$ cat config.mk
export PLATFORM = sky130hd
export DESIGN_NAME = pixel_packet_parser_flat
export DESIGN_NICKNAME = d
export VERILOG_FILES = /design/src/rtl/pixel_packet_parser_if.sv /design/src/rtl/pixel_packet_parser.sv /design/src/flat_wrapper.sv
export SDC_FILE = /design/constraint.sdc
export NUM_CORES = 1
export LEC_CHECK = 0
export BUFFER_PORTS_ARGS = -buffer_cell sky130_fd_sc_hd__buf_2
export CELL_PAD_IN_SITES_DETAIL_PLACEMENT = 1
export CELL_PAD_IN_SITES_GLOBAL_PLACEMENT = 2
export CORE_ASPECT_RATIO = 0.9
export CORE_MARGIN = 4
export CORE_UTILIZATION = 31
export CTS_BUF_LIST = sky130_fd_sc_hd__clkbuf_4
export DETAILED_ROUTE_END_ITERATION = 10
export PLACE_DENSITY = 0.85
export SYNTH_ARGS = -nofsm -noshare
export SYNTH_HDL_FRONTEND = slang
export SYNTH_SLANG_ARGS = --single-unit
$ cat constraint.sdc
create_clock -name clk -period 1.85 [get_ports clk]
set_input_delay 0.185 -clock clk [delete_from_list [all_inputs] [get_ports clk]]
set_output_delay 0.185 -clock clk [all_outputs]
set_load 0.05 [all_outputs]
$ cat src/rtl/pixel_packet_parser_if.sv
// Byte-stream input and frame-packager-facing outputs of pixel_packet_parser.
// Building with PARSER_STATS_EN adds the pkt_count/err_count statistics signals.
interface pixel_packet_parser_if;
  logic        axiiv;
  logic [7:0]  axiid;
  logic        addr_axiov;
  logic [23:0] addr_axiod;
  logic        pixel_axiov;
  logic [7:0]  pixel_axiod;
  logic        pkt_done;
  logic        pkt_err;
`ifdef PARSER_STATS_EN
  logic [15:0] pkt_count;
  logic [15:0] err_count;

  modport master (
    output axiiv, axiid,
    input  addr_axiov, addr_axiod, pixel_axiov, pixel_axiod,
    input  pkt_done, pkt_err, pkt_count, err_count
  );

  modport slave (
    input  axiiv, axiid,
    output addr_axiov, addr_axiod, pixel_axiov, pixel_axiod,
    output pkt_done, pkt_err, pkt_count, err_count
  );
`else
  modport master (
    output axiiv, axiid,
    input  addr_axiov, addr_axiod, pixel_axiov, pixel_axiod,
    input  pkt_done, pkt_err
  );

  modport slave (
    input  axiiv, axiid,
    output addr_axiov, addr_axiod, pixel_axiov, pixel_axiod,
    output pkt_done, pkt_err
  );
`endif
endinterface

$ cat src/rtl/pixel_packet_parser.sv
// Splits each received packet into one 24-bit address beat plus a pixel byte stream
// and reports every packet outcome. Optional statistics counters: PARSER_STATS_EN.
module pixel_packet_parser #(
  parameter logic [7:0]  SYNC_BYTE      = 8'hA5,
  parameter int unsigned PIXELS_PER_PKT = 320
) (
  input  logic                  clk,
  input  logic                  rst,
  pixel_packet_parser_if.slave  bus
);

  typedef enum logic [1:0] {
    IDLE,
    ADDR,
    PIXELS,
    DROP
  } state_t;

  localparam logic [15:0] PIX_FULL = 16'(PIXELS_PER_PKT);

  state_t      state_q, state_d;
  logic [1:0]  byte_cnt_q, byte_cnt_d;
  logic [15:0] pix_cnt_q, pix_cnt_d;
  // Only the first two address bytes need storing; the third joins them on the beat.
  logic [15:0] addr_sr_q, addr_sr_d;

  logic        addr_axiov_q, addr_axiov_d;
  logic [23:0] addr_axiod_q, addr_axiod_d;
  logic        pixel_axiov_q, pixel_axiov_d;
  logic [7:0]  pixel_axiod_q, pixel_axiod_d;
  logic        pkt_done_q, pkt_done_d;
  logic        pkt_err_q, pkt_err_d;

  always_ff @(posedge clk) begin
    if (rst) begin
      state_q       <= IDLE;
      byte_cnt_q    <= 2'd0;
      pix_cnt_q     <= 16'd0;
      addr_sr_q     <= 16'd0;
      addr_axiov_q  <= 1'b0;
      addr_axiod_q  <= 24'd0;
      pixel_axiov_q <= 1'b0;
      pixel_axiod_q <= 8'd0;
      pkt_done_q    <= 1'b0;
      pkt_err_q     <= 1'b0;
    end else begin
      state_q       <= state_d;
      byte_cnt_q    <= byte_cnt_d;
      pix_cnt_q     <= pix_cnt_d;
      addr_sr_q     <= addr_sr_d;
      addr_axiov_q  <= addr_axiov_d;
      addr_axiod_q  <= addr_axiod_d;
      pixel_axiov_q <= pixel_axiov_d;
      pixel_axiod_q <= pixel_axiod_d;
      pkt_done_q    <= pkt_done_d;
      pkt_err_q     <= pkt_err_d;
    end
  end

  always_comb begin
    state_d       = state_q;
    byte_cnt_d    = byte_cnt_q;
    pix_cnt_d     = pix_cnt_q;
    addr_sr_d     = addr_sr_q;
    addr_axiov_d  = 1'b0;
    addr_axiod_d  = addr_axiod_q;
    pixel_axiov_d = 1'b0;
    pixel_axiod_d = pixel_axiod_q;
    pkt_done_d    = 1'b0;
    pkt_err_d     = 1'b0;

    unique case (state_q)
      IDLE: begin
        if (bus.axiiv) begin
          if (bus.axiid == SYNC_BYTE) begin
            state_d    = ADDR;
            byte_cnt_d = 2'd0;
          end else begin
            state_d   = DROP;
            pkt_err_d = 1'b1;
          end
        end
      end

      ADDR: begin
        if (bus.axiiv) begin
          addr_sr_d  = {addr_sr_q[7:0], bus.axiid};
          byte_cnt_d = byte_cnt_q + 2'd1;
          if (byte_cnt_q == 2'd2) begin
            state_d      = PIXELS;
            pix_cnt_d    = 16'd0;
            addr_axiov_d = 1'b1;
            addr_axiod_d = {addr_sr_q, bus.axiid};
          end
        end else begin
          state_d   = IDLE;
          pkt_err_d = 1'b1;
        end
      end

      PIXELS: begin
        if (bus.axiiv) begin
          // A byte beyond the full pixel count makes the packet overlength.
          if (pix_cnt_q == PIX_FULL) begin
            state_d   = DROP;
            pkt_err_d = 1'b1;
          end else begin
            pixel_axiov_d = 1'b1;
            pixel_axiod_d = bus.axiid;
            pix_cnt_d     = pix_cnt_q + 16'd1;
          end
        end else begin
          state_d = IDLE;
          if (pix_cnt_q == PIX_FULL) begin
            pkt_done_d = 1'b1;
          end else begin
            pkt_err_d = 1'b1;
          end
        end
      end

      DROP: begin
        if (!bus.axiiv) begin
          state_d = IDLE;
        end
      end

      default: begin
        state_d = IDLE;
      end
    endcase
  end

  assign bus.addr_axiov  = addr_axiov_q;
  assign bus.addr_axiod  = addr_axiod_q;
  assign bus.pixel_axiov = pixel_axiov_q;
  assign bus.pixel_axiod = pixel_axiod_q;
  assign bus.pkt_done    = pkt_done_q;
  assign bus.pkt_err     = pkt_err_q;

`ifdef PARSER_STATS_EN
  // Counter 0 tracks completed packets, counter 1 rejected ones; both saturate.
  logic [1:0] stat_evt;
  assign stat_evt = {pkt_err_d, pkt_done_d};

  for (genvar gi = 0; gi < 2; gi++) begin : g_stat
    logic [15:0] cnt_q, cnt_d;

    always_comb begin
      cnt_d = cnt_q;
      if (stat_evt[gi] && (cnt_q != 16'hFFFF)) begin
        cnt_d = cnt_q + 16'd1;
      end
    end

    always_ff @(posedge clk) begin
      if (rst) begin
        cnt_q <= 16'd0;
      end else begin
        cnt_q <= cnt_d;
      end
    end
  end

  assign bus.pkt_count = g_stat[0].cnt_q;
  assign bus.err_count = g_stat[1].cnt_q;
`endif

endmodule

$ cat src/flat_wrapper.sv
// flat-port wrapper written by rule: the top's interface ports become plain ports
module pixel_packet_parser_flat 
#(
  parameter logic [7:0]  SYNC_BYTE      = 8'hA5,
  parameter int unsigned PIXELS_PER_PKT = 320
)
  (clk, rst, bus_axiiv, bus_axiid, bus_addr_axiov, bus_addr_axiod, bus_pixel_axiov, bus_pixel_axiod, bus_pkt_done, bus_pkt_err);
  pixel_packet_parser_if bus_i ();
  input  logic clk;
  input  logic rst;
  input wire logic [$bits(bus_i.axiiv)-1:0] bus_axiiv;
  input wire logic [$bits(bus_i.axiid)-1:0] bus_axiid;
  output wire logic [$bits(bus_i.addr_axiov)-1:0] bus_addr_axiov;
  output wire logic [$bits(bus_i.addr_axiod)-1:0] bus_addr_axiod;
  output wire logic [$bits(bus_i.pixel_axiov)-1:0] bus_pixel_axiov;
  output wire logic [$bits(bus_i.pixel_axiod)-1:0] bus_pixel_axiod;
  output wire logic [$bits(bus_i.pkt_done)-1:0] bus_pkt_done;
  output wire logic [$bits(bus_i.pkt_err)-1:0] bus_pkt_err;
  assign bus_i.axiiv = bus_axiiv;
  assign bus_i.axiid = bus_axiid;
  assign bus_addr_axiov = bus_i.addr_axiov;
  assign bus_addr_axiod = bus_i.addr_axiod;
  assign bus_pixel_axiov = bus_i.pixel_axiov;
  assign bus_pixel_axiod = bus_i.pixel_axiod;
  assign bus_pkt_done = bus_i.pkt_done;
  assign bus_pkt_err = bus_i.pkt_err;
  pixel_packet_parser #(.SYNC_BYTE(SYNC_BYTE), .PIXELS_PER_PKT(PIXELS_PER_PKT)) u_core (.clk(clk), .rst(rst), .bus(bus_i));
endmodule
==> results of run 1 <==
==> power groups by stage <==
stage          registers, W  clock network [W]  logic (W)
2_1_floorplan       0.00164                  0  0.0000947
3_3_place_gp        0.00162                  0   0.000187
3_5_place_dp        0.00162                  0   0.000190
4_1_cts             0.00158            0.00108   0.000192
5_1_grt             0.00159            0.00114   0.000213
6_report            0.00158            0.00104   0.000195
==> cell families (layout without fill, tap and decap cells) <==
logic type               Yosys count  after routing  share of synthesized area
buffers and inverters             35             89                    0.04998
AND/OR/NAND/NOR                  170            170                     0.2735
AO/OA/AOI/OAI                     97             97                     0.1861
multiplexers                       1              1                   0.003251
XOR/XNOR                           1              1                   0.002845
flip-flops                        72             72                     0.4681
adder cells (fa/ha/maj)            4              4                    0.01625
==> stage by stage <==
stage                     worst slack, ns  area (µm²)    util  power, W  setup TNS (ns)
final                             0.02425        3657  0.3771  0.002814               0
after global routing             -0.02261        3657  0.3771  0.002935        -0.02261
after CTS                        0.009860        3628  0.3741  0.002853               0
after detailed placement         -0.06341        3480  0.3587  0.001808         -0.2113
after global placement            0.08776        3480  0.3587  0.001803               0
after floorplan                    0.1190        3079       -  0.001732               0
==> per-layer routing <==
| metal | vias up | share of wire | track usage |
|---|---|---|---|
| li1 | 1428 | - | - |
| met1 | 1397 | 0.48 | 0.1983 |
| met2 | 48 | 0.47 | 0.2623 |
| met3 | 16 | 0.029 | 0.03286 |
| met4 | 0 | 0.020 | 0.05823 |
| met5 | - | 0 | 0 |
==> area by class of cell <==
cell class / instances / area share
multi-input cells: 273 / 0.4122
clock inverters: 6 / 0.01882
well taps: 126 / 0.04311
inverters: 11 / 0.01129
clock buffers: 10 / 0.02053
repair buffers: 62 / 0.09921
flip-flops and latches: 72 / 0.3948
==> sequential cells by signal (all words and copies together) (netlist names) <==
signal / cells
u_core.addr_sr_q: 16
u_core.bus.addr_axiod: 24
u_core.bus.addr_axiov: 1
u_core.bus.pixel_axiod: 8
u_core.bus.pixel_axiov: 1
u_core.bus.pkt_done: 1
u_core.bus.pkt_err: 1
u_core.byte_cnt_q: 2
u_core.pix_cnt_q: 16
u_core.state_q: 2
==> repair_timing <==
item,4_1_cts,5_1_grt
endpoints found under the setup margin,8,10
setup buffers,0,1
resized for setup,2,6
==> layout by cell type (no fill, tap or decap), types with 3 or more instances in the layout <==
cell,count
nor2_1,12
nand2_1,101
a21oi_1,59
dfxtp_1,70
a41oi_1,3
nor4_1,4
buf_2,46
inv_1,11
nand2b_1,4
ha_1,3
o21ai_0,10
clkbuf_4,10
o211ai_1,3
buf_4,15
a31oi_1,7
nand4_1,9
nand3_1,16
and3b_1,3
==> how the worst min path moves through the flow <==
stage / end / slack [ns] / depth (start not counted)
after global routing: u_core.bus.addr_axiod[4]$_SDFFE_PP0P_ / 0.02 / 3
after floorplan: u_core.addr_sr_q[0]$_SDFFE_PP0P_ / 0.32 / 2
after detailed placement: u_core.bus.addr_axiod[3]$_SDFFE_PP0P_ / 0.45 / 2
final: u_core.bus.addr_axiod[5]$_SDFFE_PP0P_ / 0.04 / 3
after CTS: u_core.addr_sr_q[0]$_SDFFE_PP0P_ / 0.02 / 3
after global placement: u_core.bus.addr_axiod[16]$_SDFFE_PP0P_ / 0.44 / 2
==> worst min-delay path: stages <==
cell	delay [ns]
buf_2	0.13
nand2_1	0.06
a21oi_1	0.05
==> qor.txt, run 1 <==
Iteration-0 DRC Markers: 117
Crit Reg-Reg Startpoint: u_core.pix_cnt_q[1]$_SDFFE_PP0P_
Wire per inst: 16.08 µm
Max incr delay on CP: 0.57 ns
Avg Vias per Cell: 5.159
Clock sinks: 72
WP depth: 6
Clock Skews: 0.02034 ns
Core footprint: 9699 µm²
Worst r2r dst: u_core.pix_cnt_q[3]$_SDFFE_PP0P_
H-tree Lvls: 3
Worst-Margin Slew: 0.4830 ns
Clock buffer count from CTS: 9
#FFs+latches synth: 72
Post-synth top area share: 0.4681
Path type of the worst setup path: reg2reg
Clk pin slew, worst setup/hold paths: 0.13 ns
Area contributors post-synth: dfxtp_1 (47%), nand2_1 (12%), a21oi_1 (9.6%), nand3_1 (2.6%), clkbuf_1 (1.8%)
Cells after synthesis: 380
Diodes inserted: 0
Die Y-Extent: 102.6 µm
Row cnt: 34
Count of final hold-check violations: 0
First-pass GRT wire length: 14430 µm
Net load switching power: 0.0007558 W
Mean Syn Cell Area: 8.103 µm²
Fmax: 547.7 MHz
Multi-input gate area in the final layout: 1508 µm²
MaxCap Viol Count: 0
DR vias: 2889
Ys async rst share: 0
Comb power frac: 0.069
Synth top cells by count: nand2_1 (102), dfxtp_1 (72), a21oi_1 (59)
R2r worst-path depth: 6
Detailed placer's ending HPWL: 6378 µm
CTS root buffer: clkbuf_4
Most frequent cell after synthesis: nand2_1
CP cell instances: inv_1, ha_1, nor4bb_4, and4_1, or4_1, a21boi_2
Startpoint Class: register
Later-pin clock latency in the skew report: 0.44 ns
CP max-delay cell: or4_1
Endpoints failing setup: 0
Crit. End Element: register
TritonCTS clock tree: built
Max Root-Sink Buffers: 2
Die width: 113.1 µm
Cell-internal power: 0.002058 W
Crit path time final: 1.826 ns
Flop pwr share: 0.562
Yosys top cell by area: dfxtp_1
Port bufs: 46
Crit path launch: u_core.pix_cnt_q[1]$_SDFFE_PP0P_
VDD IR-drop max: 0.3445 mV
DRC viols: 0
Fin crit share: 0.9869
Initial antenna violation count: 0
Worst Path Required: 2.21 ns
Hold crit path type: in2reg
Status: finished, final reports clean
Pin count of the biggest net entering global routing: 50
Switch share: 0.2686
Worst slew margin: 0.6736
Total track usage: 0.1557
Leak: 1.346 nW
Final count of pins violating max slew: 0
Final WL: 9003 µm
FF/Latch Area: 1444 µm²
Placed Cells: 543
Pre-antenna DRT Iters: 4
Worst Setup EP: u_core.pix_cnt_q[3]$_SDFFE_PP0P_
R2R Setup Slk: 0.02 ns
Synthesized area: 3079 µm²
Syn nets: 395
Data arrival, critical path: 2.18 ns
FILL cells: 1221
Die Area: 11590 µm²
Peak fanout along the critical path: 5
Initial Util: 0.3175
Post-synth EDFFs: 0
Ys flop type: dfxtp_1
Post-route insts no fill: 560
Post-CTS Hold Fix Bufs: 0
HP Start: bus_axiid[5]
Vias in the first global route: 2926
Synth cell types: 48
Clk pwr share: 0.368
Post-route ant nets: 0
Total Nets Final: 444
Pwr dens: 769.4 nW/µm²
Area growth syn-to-layout: 18.77%
GRT overflow: 0
Routability-driven placement congestion ratio: 0.7817
Syn. warnings: 0
Hold WS: 0.03815 ns
Layout cells sized above 1: 0.2074
Sequential area share after synthesis: 0.4681
Buffers & Inverters on Critical Path: 1
Crit path max-delay family: simple AND/OR/NAND/NOR gates
IO Pins: 47
No activity file was read; power rests on OpenSTA's default activity.
==> run 2, diff against run 1 <==
Settings changed: ABC_AREA set to 1, CORE_UTILIZATION 31 to 30, PLACE_DENSITY 0.85 to 0.86.
==> qor.txt, run 2 <==
Max Root-Sink Buffers: 2 (unchanged)
Area contributors post-synth: dfxtp_1 (46%), nand2_1 (13%), a21oi_1 (6.5%), nand3_1 (6.5%), nor2_1 (6.4%) (was dfxtp_1 (47%), nand2_1 (12%), a21oi_1 (9.6%), nand3_1 (2.6%), clkbuf_1 (1.8%))
Area growth syn-to-layout: 18.48% (was 18.77%)
Post-synth top area share: 0.4649 (was 0.4681)
Worst Path Required: 2.21 ns (about the same)
Ys async rst share: 0 (unchanged)
DR vias: 2982 (was 2889)
Max reg flops: 24 (unchanged)
Net load switching power: 0.001244 W (was 0.0007558 W)
Post-route ant nets: 0 (unchanged)
Syn nets: 447 (was 395)
Multi-input gate area in the final layout: 1450 µm² (was 1508 µm²)
Pin count of the biggest net entering global routing: 39 (was 50)
Leak: 1.554 nW (was 1.346 nW)
Later-pin clock latency in the skew report: 0.44 ns (about the same)
Endpoints failing setup: 0 (unchanged)
Synthesized area: 3100 µm² (was 3079 µm²)
TritonCTS clock tree: built (unchanged)
Row cnt: 34 (unchanged)
Avg Vias per Cell: 4.833 (was 5.159)
Cells after synthesis: 432 (was 380)
Final count of pins violating max slew: 0 (unchanged)
Commonest cells after routing, fill and taps aside: nand2_1 (107), dfxtp_1 (72), nor2_1 (52) (was nand2_1 (101), dfxtp_1 (70), a21oi_1 (59))
Worst r2r dst: u_core.pix_cnt_q[8]$_SDFFE_PP0P_ (was u_core.pix_cnt_q[3]$_SDFFE_PP0P_)
Worst-Margin Slew: 0.4774 ns (was 0.4830 ns)
Clk pin slew, worst setup/hold paths: 0.13 ns (about the same)
HP Start: bus_axiiv (was bus_axiid[5])
Worst slew margin: 0.6817 (was 0.6736)
Clock Skews: 0.01842 ns (was 0.02034 ns)
Met3 routed WL: 263 µm (unchanged)
Post-DP Area: 3483 µm² (was 3480 µm²)
Die Y-Extent: 104.4 µm (was 102.6 µm)
Synth cell types: 29 (was 48)
DR top layer: met4 (unchanged)
Pwr dens: 959.5 nW/µm² (was 769.4 nW/µm²)
Most frequent cell after synthesis: nand2_1 (unchanged)
Peak fanout along the critical path: 5 (unchanged)
Total power: 0.003525 W (was 0.002814 W)
Clock buffer count from CTS: 9 (unchanged)
First-pass GRT wire length: 15520 µm (was 14430 µm)
Path type of the worst setup path: reg2reg (unchanged)
Final WL: 9138 µm (was 9003 µm)
Startpoint Class: register (unchanged)
Fin crit share: 0.9155 (was 0.9869)
Placed Cells: 597 (was 543)
Total Nets Final: 501 (was 444)
R2r worst-path depth: 9 (was 6)
Setup TNS: 0 ns (unchanged)
Clock sinks: 72 (unchanged)
VDD IR-drop max: 0.2991 mV (was 0.3445 mV)
Post-route cell area: 3674 µm² (was 3657 µm²)
Mean Syn Cell Area: 7.177 µm² (was 8.103 µm²)
Iteration-0 DRC Markers: 131 (was 117)
Flop pwr share: 0.487 (was 0.562)
R2R Setup Slk: 0.16 ns (was 0.02 ns)
Most common cell after layout, fill and taps aside: nand2_1 (unchanged)
Vias in the first global route: 3099 (was 2926)
Layout cells sized above 1: 0.1833 (was 0.2074)
GRT overflow: 0 (unchanged)
Clk pwr share: 0.292 (was 0.368)
Switch share: 0.3531 (was 0.2686)
DRC viols: 0 (unchanged)
Total track usage: 0.1618 (was 0.1557)
Count of final hold-check violations: 0 (unchanged)
Post-synth EDFFs: 0 (unchanged)
Routability-driven placement congestion ratio: 0.7761 (was 0.7817)
Post-Route M1 WL: 4319 µm (was 4315 µm)
Comb power frac: 0.221 (was 0.069)
Hold WS: 0.03218 ns (was 0.03815 ns)
Ys flop type: dfxtp_1 (unchanged)
Die Area: 12030 µm² (was 11590 µm²)
FILL cells: 1278 (was 1221)
Cell-internal power: 0.002280 W (was 0.002058 W)
Initial Util: 0.3141 (was 0.3175)
Yosys top cell by area: dfxtp_1 (unchanged)
Met2 wire len: 4446 µm (was 4240 µm)
Setup repair after global routing missed its margin: false
IO Pins: 47 (unchanged)
Diodes inserted: 0 (unchanged)
CTS root buffer: clkbuf_4 (unchanged)
FF/Latch Area: 1441 µm² (was 1444 µm²)
Syn. warnings: 0 (unchanged)
Hold crit path type: in2reg (unchanged)
Pre-antenna DRT Iters: 4 (unchanged)
Hold Crit Depth: 2 (was 3)
MaxCap Viol Count: 0 (unchanged)
Fmax: 590.5 MHz (was 547.7 MHz)
Synth top cells by count: nand2_1 (108), dfxtp_1 (72), nor2_1 (53) (was nand2_1 (102), dfxtp_1 (72), a21oi_1 (59))
Data arrival, critical path: 2.05 ns (was 2.18 ns)
Crit. End Element: register (unchanged)
Die width: 115.2 µm (was 113.1 µm)
Hold path endpoint: u_core.bus.pkt_done$_SDFF_PP0_ (was u_core.bus.addr_axiod[5]$_SDFFE_PP0P_)
Port bufs: 46 (unchanged)
Crit path time final: 1.694 ns (was 1.826 ns)
Initial antenna violation count: 0 (unchanged)
Detailed placer's ending HPWL: 6556 µm (was 6378 µm)
Status: finished, final reports clean (unchanged)
H-tree Lvls: 3 (unchanged)
Crit Reg-Reg Startpoint: u_core.pix_cnt_q[1]$_SDFFE_PP0P_ (unchanged)
Sequential area share after synthesis: 0.4649 (was 0.4681)
Wire per inst: 14.81 µm (was 16.08 µm)
#FFs+latches synth: 72 (unchanged)
Core footprint: 9869 µm² (was 9699 µm²)
Post-route insts no fill: 617 (was 560)
-- run 2: through the flow --
step           setup slack, ns    util
6_report                0.1564  0.3722
5_1_grt              0.0006708  0.3722
4_1_cts                 0.1136  0.3701
3_5_place_dp            0.1566  0.3529
3_3_place_gp            0.2188  0.3529
2_1_floorplan           0.2075       -
-- run 2: how the worst max path moves through the flow --
| stage | from | end | cells past startpoint |
|---|---|---|---|
| global route | u_core.pix_cnt_q[1]$_SDFFE_PP0P_ | u_core.pix_cnt_q[10]$_SDFFE_PP0P_ | 9 |
| detailed placement | u_core.pix_cnt_q[0]$_SDFFE_PP0P_ | u_core.pix_cnt_q[8]$_SDFFE_PP0P_ | 10 |
| CTS | u_core.pix_cnt_q[0]$_SDFFE_PP0P_ | u_core.pix_cnt_q[8]$_SDFFE_PP0P_ | 10 |
| finish | u_core.pix_cnt_q[1]$_SDFFE_PP0P_ | u_core.pix_cnt_q[8]$_SDFFE_PP0P_ | 9 |
| global placement | u_core.pix_cnt_q[0]$_SDFFE_PP0P_ | u_core.bus.pixel_axiod[6]$_SDFFE_PP0P_ | 9 |
| floorplan | u_core.pix_cnt_q[0]$_SDFFE_PP0P_ | u_core.bus.pixel_axiod[4]$_SDFFE_PP0P_ | 10 |
-- run 2: layout make-up --
| class | count | area share |
|---|---|---|
| multi-input combinational | 304 | 0.3948 |
| sequential | 72 | 0.3924 |
| timing repair buffer | 59 | 0.09128 |
| tap | 126 | 0.04292 |
| inverter | 40 | 0.04087 |
| clock inverter | 7 | 0.01941 |
| clock buffer | 9 | 0.01839 |
-- run 2: kinds of logic (layout without fill, tap and decap cells) --
logic type | count (synthesis) | in the layout | share of synthesized area
buffers and inverters | 56 | 115 | 0.07183
AOI/OAI and AO/OA | 76 | 76 | 0.1295
DFF | 72 | 72 | 0.4649
adders and majority gates | 4 | 4 | 0.01614
and+or+nand+nor | 222 | 222 | 0.3119
xor gates and xnor gates | 2 | 2 | 0.005651
-- run 2: layer usage --
layer  vias to the layer above  GRT usage
met1                      1429     0.2068
met3                         9    0.04188
met4                         0    0.04862
met2                        43     0.2657
li1                       1501          -
met5                         -          0
-- run 2: power by group through the flow --
stage          registers, W  logic (W)  clock network (W)
3_3_place_gp        0.00175   0.000741                  0
5_1_grt             0.00173   0.000873            0.00114
2_1_floorplan       0.00182   0.000475                  0
6_report            0.00172   0.000778            0.00103
4_1_cts             0.00172   0.000775            0.00108
3_5_place_dp        0.00175   0.000766                  0
-- run 2: timing repair --
action,in CTS,in global routing
hold endpoints to repair,3,0
setup endpoints to repair,0,11
hold buffers,3,0
setup buffers,0,1
gates resized for setup,0,3
-- run 2: worst max-delay path, stage by stage, from the launching register on --
cell and delay (ns):
dfxtp_1 0.43, ha_1 0.21, nand2_1 0.09, inv_1 0.09, nand3_1 0.15, nor2_1 0.27
nand3_1 0.14, nand2_1 0.08, nand2_1 0.05, nor2_1 0.12
==> run 3, diff against run 2 <==
Settings changed: CORE_MARGIN 4 to 2.
==> qor.txt, run 3 (synthesis gave the netlist of run 2 again) <==
Layout cells sized above 1: 0.1874 (was 0.1833)
VDD IR-drop max: 0.4121 mV (was 0.2991 mV)
IO Pins: 47 (unchanged)
R2R Setup Slk: 0.17 ns (was 0.16 ns)
Crit Reg-Reg Startpoint: u_core.pix_cnt_q[0]$_SDFFE_PP0P_ (was u_core.pix_cnt_q[1]$_SDFFE_PP0P_)
Worst Setup EP: u_core.bus.pkt_err$_SDFF_PP0_ (was u_core.pix_cnt_q[8]$_SDFFE_PP0P_)
Peak fanout along the critical path: 4 (was 5)
Post-route ant nets: 0 (unchanged)
Vias in the first global route: 3115 (was 3099)
Area growth syn-to-layout: 18.00% (was 18.48%)
Crit path time final: 1.682 ns (was 1.694 ns)
Total track usage: 0.1675 (was 0.1618)
Clock buffer count from CTS: 9 (unchanged)
Pin count of the biggest net entering global routing: 26 (was 39)
Crit path launch: u_core.pix_cnt_q[0]$_SDFFE_PP0P_ (was u_core.pix_cnt_q[1]$_SDFFE_PP0P_)
First-pass GRT wire length: 15040 µm (was 15520 µm)
Port bufs: 46 (unchanged)
Worst-Margin Slew: 0.3716 ns (was 0.4774 ns)
H-tree Lvls: 3 (unchanged)
MaxCap Viol Count: 0 (unchanged)
Data arrival, critical path: 2.00 ns (was 2.05 ns)
Final count of pins violating max slew: 0 (unchanged)
Diodes inserted: 0 (unchanged)
Clk pin slew, worst setup/hold paths: 0.12 ns (was 0.13 ns)
Worst slew margin: 0.7513 (was 0.6817)
Worst Path Required: 2.17 ns (was 2.21 ns)
Leak: 1.551 nW (was 1.554 nW)
Path type of the worst setup path: reg2reg (unchanged)
Hold crit path type: in2reg (unchanged)
Initial antenna violation count: 0 (unchanged)
Die width: 111.2 µm (was 115.2 µm)
Count of final hold-check violations: 0 (unchanged)
Max Root-Sink Buffers: 2 (unchanged)
Routability-driven placement congestion ratio: 0.7633 (was 0.7761)
Pre-antenna DRT Iters: 4 (unchanged)
Max reg flops: 24 (unchanged)
Iteration-0 DRC Markers: 70 (was 131)
Die Y-Extent: 100.4 µm (was 104.4 µm)
Setup WS post-layout: 0.1679 ns (was 0.1564 ns)
Core footprint: 10160 µm² (was 9869 µm²)
Crit. End Element: register (unchanged)
Initial Util: 0.3052 (was 0.3141)
Worst r2r dst: u_core.bus.pkt_err$_SDFF_PP0_ (was u_core.pix_cnt_q[8]$_SDFFE_PP0P_)
Commonest cells after routing, fill and taps aside: nand2_1 (107), dfxtp_1 (72), nor2_1 (51) (was nand2_1 (107), dfxtp_1 (72), nor2_1 (52))
Setup repair after global routing missed its margin: false (unchanged)
Later-pin clock latency in the skew report: 0.42 ns (was 0.44 ns)
Row cnt: 35 (was 34)
CTS root buffer: clkbuf_4 (unchanged)
Pwr dens: 925.3 nW/µm² (was 959.5 nW/µm²)
Most common cell after layout, fill and taps aside: nand2_1 (unchanged)
TritonCTS clock tree: built (unchanged)
Fmax: 594.5 MHz (was 590.5 MHz)
R2r worst-path depth: 9 (unchanged)
Avg Vias per Cell: 4.752 (was 4.833)
Total Nets Final: 501 (unchanged)
Clock sinks: 72 (unchanged)
Die Area: 11170 µm² (was 12030 µm²)
DRC viols: 0 (unchanged)
Setup WS pre-CTS: 0.09294 ns (was 0.1566 ns)
Setup TNS: 0 ns (unchanged)
GRT overflow: 0 (unchanged)
Fin crit share: 0.9093 (was 0.9155)
Clock Skews: 0.01306 ns (was 0.01842 ns)
Endpoints failing setup: 0 (unchanged)
Wire per inst: 14.27 µm (was 14.81 µm)
Startpoint Class: register (unchanged)
Detailed placer's ending HPWL: 6470 µm (was 6556 µm)
Final WL: 8847 µm (was 9138 µm)
DR vias: 2946 (was 2982)
Status: finished, final reports clean (unchanged)
[run 3: where the power goes]
group / switching (W) / internal (W)
logic: 0.000562 / 0.000215
registers: 0.0000611 / 0.00165
clock network: 0.000600 / 0.000295
total: 0.00122 / 0.00216
[run 3: per-layer routing]
| layer | GRT usage | share of wire |
|---|---|---|
| met4 | 0.04274 | 0.012 |
| met2 | 0.2871 | 0.47 |
| met1 | 0.2080 | 0.48 |
| met3 | 0.05012 | 0.037 |
| met5 | 0 | 0 |
[run 3: how the worst min path moves through the flow]
stage | from | endpoint | cells after the start
after global routing | bus_axiid[1] | u_core.bus.addr_axiod[1]$_SDFFE_PP0P_ | 3
after global placement | u_core.bus.pixel_axiod[3]$_SDFFE_PP0P_ | u_core.bus.pixel_axiod[3]$_SDFFE_PP0P_ | 2
final | bus_axiiv | u_core.bus.pkt_done$_SDFF_PP0_ | 2
after detailed placement | u_core.bus.addr_axiod[17]$_SDFFE_PP0P_ | u_core.bus.addr_axiod[17]$_SDFFE_PP0P_ | 2
after floorplan | bus_axiiv | u_core.bus.pkt_done$_SDFF_PP0_ | 1
after CTS | bus_axiiv | u_core.bus.pkt_done$_SDFF_PP0_ | 2
[run 3: area by class of cell]
| cell class | count | area [µm²] |
|---|---|---|
| multi-input combinational | 304 | 1449 |
| sequential | 72 | 1441 |
| inverter | 40 | 150.1 |
| clock buffer | 10 | 75.07 |
| clock inverter | 6 | 46.29 |
| tap | 129 | 161.4 |
| timing repair buffer | 59 | 335.3 |
| fill | 1302 | 6501 |
[run 3: metrics by stage]
step / total power, W / area, µm² / std cells / hold slack, ns / util
2_1_floorplan: 0.002297 / 3100 / 432 / 0.2643 / -
3_3_place_gp: 0.002492 / 3495 / 601 / 0.4455 / 0.3440
3_5_place_dp: 0.002517 / 3495 / 601 / 0.4533 / 0.3440
4_1_cts: 0.003425 / 3646 / 620 / 0.003066 / 0.3589
5_1_grt: 0.003598 / 3659 / 620 / 0.008474 / 0.3601
6_report: 0.003385 / 3659 / 620 / 0.02245 / 0.3601
[run 3: timing repair]
action / 4_1_cts / 5_1_grt
endpoints found under the setup margin: 0 / 10
setup buffers: 0 / 0
hold endpoints to repair: 3 / 0
hold buffers: 3 / 0
gates resized for setup: 0 / 4
[run 3: critical path, stage by stage, from the launching register on]
cell	delay (ns)
dfxtp_1	0.35
inv_1	0.11
ha_1	0.17
nand3_1	0.09
nor2_2	0.15
nand2_1	0.10
ha_1	0.29
nand2_1	0.07
o21ai_0	0.07
o21a_1	0.19
